==> config.mk <==
export PLATFORM = sky130hd
export DESIGN_NAME = register_file_dumper
export DESIGN_NICKNAME = d
export VERILOG_FILES = /design/src/rtl/register_file_dumper.sv
export SDC_FILE = /design/constraint.sdc
export NUM_CORES = 1
export LEC_CHECK = 0
export CORE_AREA = 10 10 61 63
export CTS_CLUSTER_DIAMETER = 80
export DETAILED_ROUTE_END_ITERATION = 6
export DIE_AREA = 0 0 71 73
export PLACE_DENSITY = 0.85
export SLEW_MARGIN = 10
export SYNTH_ARGS = -nofsm -noshare
export SYNTH_HDL_FRONTEND = slang
export SYNTH_SLANG_ARGS = --single-unit
export TNS_END_PERCENT = 20
==> constraint.sdc <==
create_clock -name clock -period 2.2 [get_ports clock]
set_input_delay 0.44 -clock clock [delete_from_list [all_inputs] [get_ports clock]]
set_output_delay 0.44 -clock clock [all_outputs]
set_load 0.02 [all_outputs]
==> src/rtl/register_file_dumper.sv <==
// Read-side sequencer that walks every register_file address and streams each value out on a valid/ready port.
// Optional checksum word enabled by defining REGISTER_FILE_DUMPER_CHECKSUM_EN.
module register_file_dumper #(
  parameter int pointer_width = 3
) (
  input  logic                     clock,
  input  logic                     reset,
  input  logic                     start,
  output logic                     busy,
  output logic                     done,
  output logic [pointer_width-1:0] rf_address,
  output logic                     rf_write_enable,
  output logic                     rf_is_immediate,
  input  logic [7:0]               rf_data_out,
  output logic [7:0]               out_data,
  output logic [pointer_width-1:0] out_index,
  output logic                     out_valid,
  input  logic                     out_ready,
  output logic                     out_last
);

  localparam logic [pointer_width-1:0] LAST_INDEX = '1;

  typedef enum logic [2:0] {
    IDLE  = 3'd0,
    FETCH = 3'd1,
    SEND  = 3'd2,
    CHECK = 3'd3,
    DONE  = 3'd4
  } state_t;

  state_t                   state;
  logic [pointer_width-1:0] index;
`ifdef REGISTER_FILE_DUMPER_CHECKSUM_EN
  logic [7:0]               sum;
`endif

  // The dumper only ever reads, in register mode.
  assign rf_write_enable = 1'b0;
  assign rf_is_immediate = 1'b0;

  always_ff @(posedge clock or posedge reset) begin
    if (reset) begin
      state      <= IDLE;
      index      <= '0;
      rf_address <= '0;
      busy       <= 1'b0;
      done       <= 1'b0;
      out_data   <= '0;
      out_index  <= '0;
      out_valid  <= 1'b0;
      out_last   <= 1'b0;
`ifdef REGISTER_FILE_DUMPER_CHECKSUM_EN
      sum        <= '0;
`endif
    end else begin
      case (state)
        IDLE: begin
          if (start) begin
            state      <= FETCH;
            index      <= '0;
            rf_address <= '0;
            busy       <= 1'b1;
`ifdef REGISTER_FILE_DUMPER_CHECKSUM_EN
            sum        <= '0;
`endif
          end
        end
        FETCH: begin
          out_data  <= rf_data_out;
          out_index <= index;
          out_valid <= 1'b1;
          state     <= SEND;
`ifdef REGISTER_FILE_DUMPER_CHECKSUM_EN
          out_last  <= 1'b0;
          sum       <= sum + rf_data_out;
`else
          out_last  <= (index == LAST_INDEX);
`endif
        end
        SEND: begin
          // Word is held untouched until the sink takes it.
          if (out_valid && out_ready) begin
            out_valid <= 1'b0;
            if (out_last) begin
              state <= DONE;
              done  <= 1'b1;
            end
`ifdef REGISTER_FILE_DUMPER_CHECKSUM_EN
            else if (index == LAST_INDEX) begin
              state <= CHECK;
            end
`endif
            else begin
              index      <= index + 1'b1;
              rf_address <= index + 1'b1;
              state      <= FETCH;
            end
          end
        end
`ifdef REGISTER_FILE_DUMPER_CHECKSUM_EN
        CHECK: begin
          out_data  <= sum;
          out_index <= '0;
          out_last  <= 1'b1;
          out_valid <= 1'b1;
          state     <= SEND;
        end
`endif
        DONE: begin
          done       <= 1'b0;
          busy       <= 1'b0;
          rf_address <= '0;
          state      <= IDLE;
        end
        default: state <= IDLE;
      endcase
    end
  end

endmodule
Word level (Yosys, flattened, before mapping)
Index checks and enable logic that the tools add are counted.
- add/subtract/negate cells: 1
- multiply operators: 0
- div/mod/pow operators: 0
- order comparisons: 0
- eq/ne operators: 8
- shift operators: 0
- muxes and demuxes: 16
- bitwise operators: 0
- reductions and logical operators: 13
- operators by type and width (cell ; number):
    $mux W3 ; 6
    $pmux W3 S3 ; 2
    $ne A2 B2 Y1 const B ; 4
    $reduce_and A4 Y1 ; 2
    $reduce_bool A2 Y1 ; 4
    $eq A3 B3 Y1 const B ; 2
    $pmux W1 S2 ; 3
    $pmux W3 S2 ; 1
    $reduce_and A2 Y1 ; 3
    $mux W1 ; 4
    $add A3 B1 Y3 const B ; 1
    $eq A3 B1 Y1 const B ; 1
    $eq A3 B2 Y1 const B ; 1
    $logic_not A3 Y1 ; 1
    $reduce_and A3 Y1 ; 1
    $reduce_bool A3 Y1 ; 1
    $logic_and A1 B1 Y1 ; 1
- bits in registers: 24
- latch bits: 0
- memory bits (writable): 0
- memory bits (read-only): 0
- input bits: 12
- output and inout bits: 20
- word-level logic and storage cells: 47
- memories: 0

Longest topological paths before layout
- depth in word-level cells: 4
- depth in mapped cells: 5
- gate-level depth less buffers: 4

Least setup slack after synthesis
Ideal clock, no wire load.
- path type: register -> register
- from: reg out_last
- to: reg index[0]
- setup time: 0.078 ns
- arrival time: 1.483 ns
- setup slack: 0.639 ns
- stages on the path, launching flop included: 4
- path buffers: 0
- cell sequence: dfrtp_1 or4b_4 a2111oi_4 o21bai_1
- longest elaborated chain between the ends: 2
- ends and longest elaborated chain (element ; RTL line ; text):
    from (decl) ; 19 ; output logic out_last
    from (signal assigned) ; 78 ; out_last <= (index == LAST_INDEX);
    $ne A2 B2 Y1 (no source line) ; n/a ;
    $reduce_and A4 Y1 (no source line) ; n/a ;
    to (signal assigned) ; 95 ; index <= index + 1'b1;
    to (decl) ; 33 ; logic [pointer_width-1:0] index;
Every way passes these cells.
A chain may end at the register's enable or synchronous reset.

Worst setup path in the final report
- from: reg out_last
- to: out out_last
No word-level cell between the ends.

==> flow_summary_export.csv <==
group,metric,value,unit
critical_path,cpPeakStageDelay,0.68,ns
min_path,min_path_type,"in2async",
detailed_routing,ant_nets,0,
synth,synthTopCellsByArea,"dfrtp_1, mux2_2, a2111oi_4",
final_layout,nets,131,
die,die_height,73,um
detailed_routing,drcViolationCount,0,
final_layout,area_growth,31.9,%
critical_path,path_class,"reg2out",
cts,post_cts_buffers,0,
detailed_routing,routedWlPerCell,16.9,um
global_routing,overflow,0,
synth,yosysWarnings,0,
timing,setup_violations,0,
synth,netlist_area,0.00111,mm2
cts,htreeDepth,1,
synth,ys_types,36,
detailed_routing,initialDrtViolationCount,67,
critical_path,cp.arrival,1.52,ns
die,num_rows,19,
die,boundaryPins,32,
global_routing,grt_max_degree,25,
power_and_ir_drop,vdd_drop_max,0.706,mV
timing,fmax,509,MHz
synth,synth.top_cell.area_share,0.543,
power_and_ir_drop,power.density,1300,mW/mm2
timing,period_needed,1.96,ns
timing,final_hold_viol_count,0,
synth,synth_common_cells,"dfrtp_1, mux2_2, inv_1, nor2_1, nand2_1",
synth,synth_top_area_cell,"dfrtp_1",
cts,insertion_delay,0.32,ns
timing,fin_crit_sh,0.892,
die,die_w,71,um
synth,syn-instance-count,87,
critical_path,start_kind,"flip-flop",
cts,cts.repair.resized,0,
detailed_routing,finalWirelength,2.49,mm
synth,syn_area_per_cell,12.7,um2
critical_path,critical-path-top-delay-family,"buffers and inverters",
final_layout,n_antenna_cell,0,
cts,clock_sinks,24,
global_routing,grt_pass1_vias,812,
critical_path,endpoint_kind,"output pin",
cts,cts_buffers,3,
final_layout,drive_gt1_frac,0.190,
critical_path,worstRegToRegCells,3,
synth,synth_seq_cells,24,
run_status,outcome,"complete, no violations",
die,initial_core_util,0.423,
synth,synth_flop_cell,"dfrtp_1",
cts,cts_tree,"done",
timing,fin_tns_setup,0,ns
cts,cts_root_buffer,"clkbuf_4",
placed_design,finalWeightedCongestion,0.833,
global_routing,antenna_found_initial,0,
global_routing,grt_pass1_wl,4.09,mm
synth,synth.most_common_cell,"dfrtp_1",
power_and_ir_drop,p_leak,0.626,nW
critical_path,rrSetupSlack,0.47,ns
die,core-area,0.00262,mm2
critical_path,critical_path_depth,1,
die,die_area,0.00518,mm2
critical_path,critPathRequiredTime,1.76,ns
global_routing,grt_util_all_layers,0.0963,
placed_design,dpl_cell_area,0.00141,mm2
placed_design,io_buffer_count,29,
critical_path,path_cells,"clkdlybuf4s50_1",
synth,synthArstFlopShare,1.00,
critical_path,cp_slowest_cell,"clkdlybuf4s50_1",
cts,ctsHoldBuffers,0,
critical_path,rr_endpoint,"rf_address[1]",
placed_design,post-dp-hpwl,1.87,mm
detailed_routing,via_per_inst,5.30,
timing,worst_slew_pin_slew,0.530,ns
critical_path,crit_path_end,"out_last",
critical_path,cp_max_fo,8,
detailed_routing,via_count,779,
timing,finClkSkew,0.00644,ns
critical_path,critPathLaunch,"out_last",
timing,drv_slew,0,
critical_path,critPathBufInv,1,
cts,cts_buffer_depth,2,
timing,max-slew-margin-rel,0.646,
run,cap_violations,0,
timing,grt_setup_unrepaired,"no",
critical_path,r2r-start,"state[1]",
cts,clk_pin_slew,0.13,ns
final_layout,fin_area,0.00146,mm2
detailed_routing,dr.pass1.iters,4,
synth,seq_area_frac_synth,0.543,
synth,synth_enable_flop_cells,0,
==> per-layer routing <==
metal  routed length (um)  vias to the layer above  GRT usage
li1                     -                      364          -
met1                 1070                      396      0.113
met2                 1290                       15      0.164
met3                   90                        4     0.0231
met4                   31                        0     0.0387
met5                    0                        -          0
==> layout make-up <==
type,instances,area (um2)
Tap cell,31,38.8
Clock inverter,1,30.0
Multi-Input combinational cell,53,450
Sequential cell,24,601
Fill cell,226,1160
Clock buffer,3,22.5
Timing Repair Buffer,30,298
Inverter,5,18.8
==> registers in the layout, indices dropped and copies added, names as in the netlist <==
signal / flops
out_data: 8
busy: 1
rf_address: 3
index: 3
out_index: 3
out_valid: 1
done: 1
out_last: 1
state: 3
==> placed cells by master (no fill, tap or decap), types with 3 or more instances in the layout <==
cell             netlist  routed
clkbuf_4               0       3
clkdlybuf4s50_1        0      29
dfrtp_1               24      24
inv_1                  5       5
mux2_2                12      12
nand2_1                3       3
nor2_1                 5       5
==> through the flow <==
step,total power [mW],std cells,hold WS (ns),worst slack (ns),utilization
floorplan,1.26,88,0.455,0.639,-
global placement,1.56,143,0.482,0.196,0.538
detailed placement,1.60,143,0.476,0.166,0.538
CTS,1.92,147,0.455,0.221,0.558
global route,2.02,147,0.472,0.172,0.558
finish,1.90,147,0.452,0.237,0.558
==> kinds of logic after synthesis <==
kind of cell / after synthesis / share of synthesized area
compound gates: 14 / 0.124
fa+ha+maj: 2 / 0.0226
simple gates: 22 / 0.122
buf+inv: 11 / 0.0532
mux: 13 / 0.131
other cells: 1 / 0.00339
flops: 24 / 0.543
==> worst min path at each step <==
| stage | startpoint | end | slack [ns] | depth (start not counted) |
|---|---|---|---|---|
| finish | reset | out_data[7] | 0.45 | 3 |
| global route | reset | out_data[5] | 0.47 | 3 |
| CTS | reset | out_data[5] | 0.45 | 3 |
| detailed placement | rf_address[0] | rf_address[0] | 0.48 | 1 |
| global placement | busy | busy | 0.48 | 1 |
| floorplan | reset | busy | 0.45 | 1 |
==> report_power, final <==
part           switching, mW  leakage, nW  internal (mW)
logic                  0.409        0.298          0.442
clock network          0.134       0.0279          0.184
registers              0.141        0.300          0.587
(Power assumes the default switching activity.)
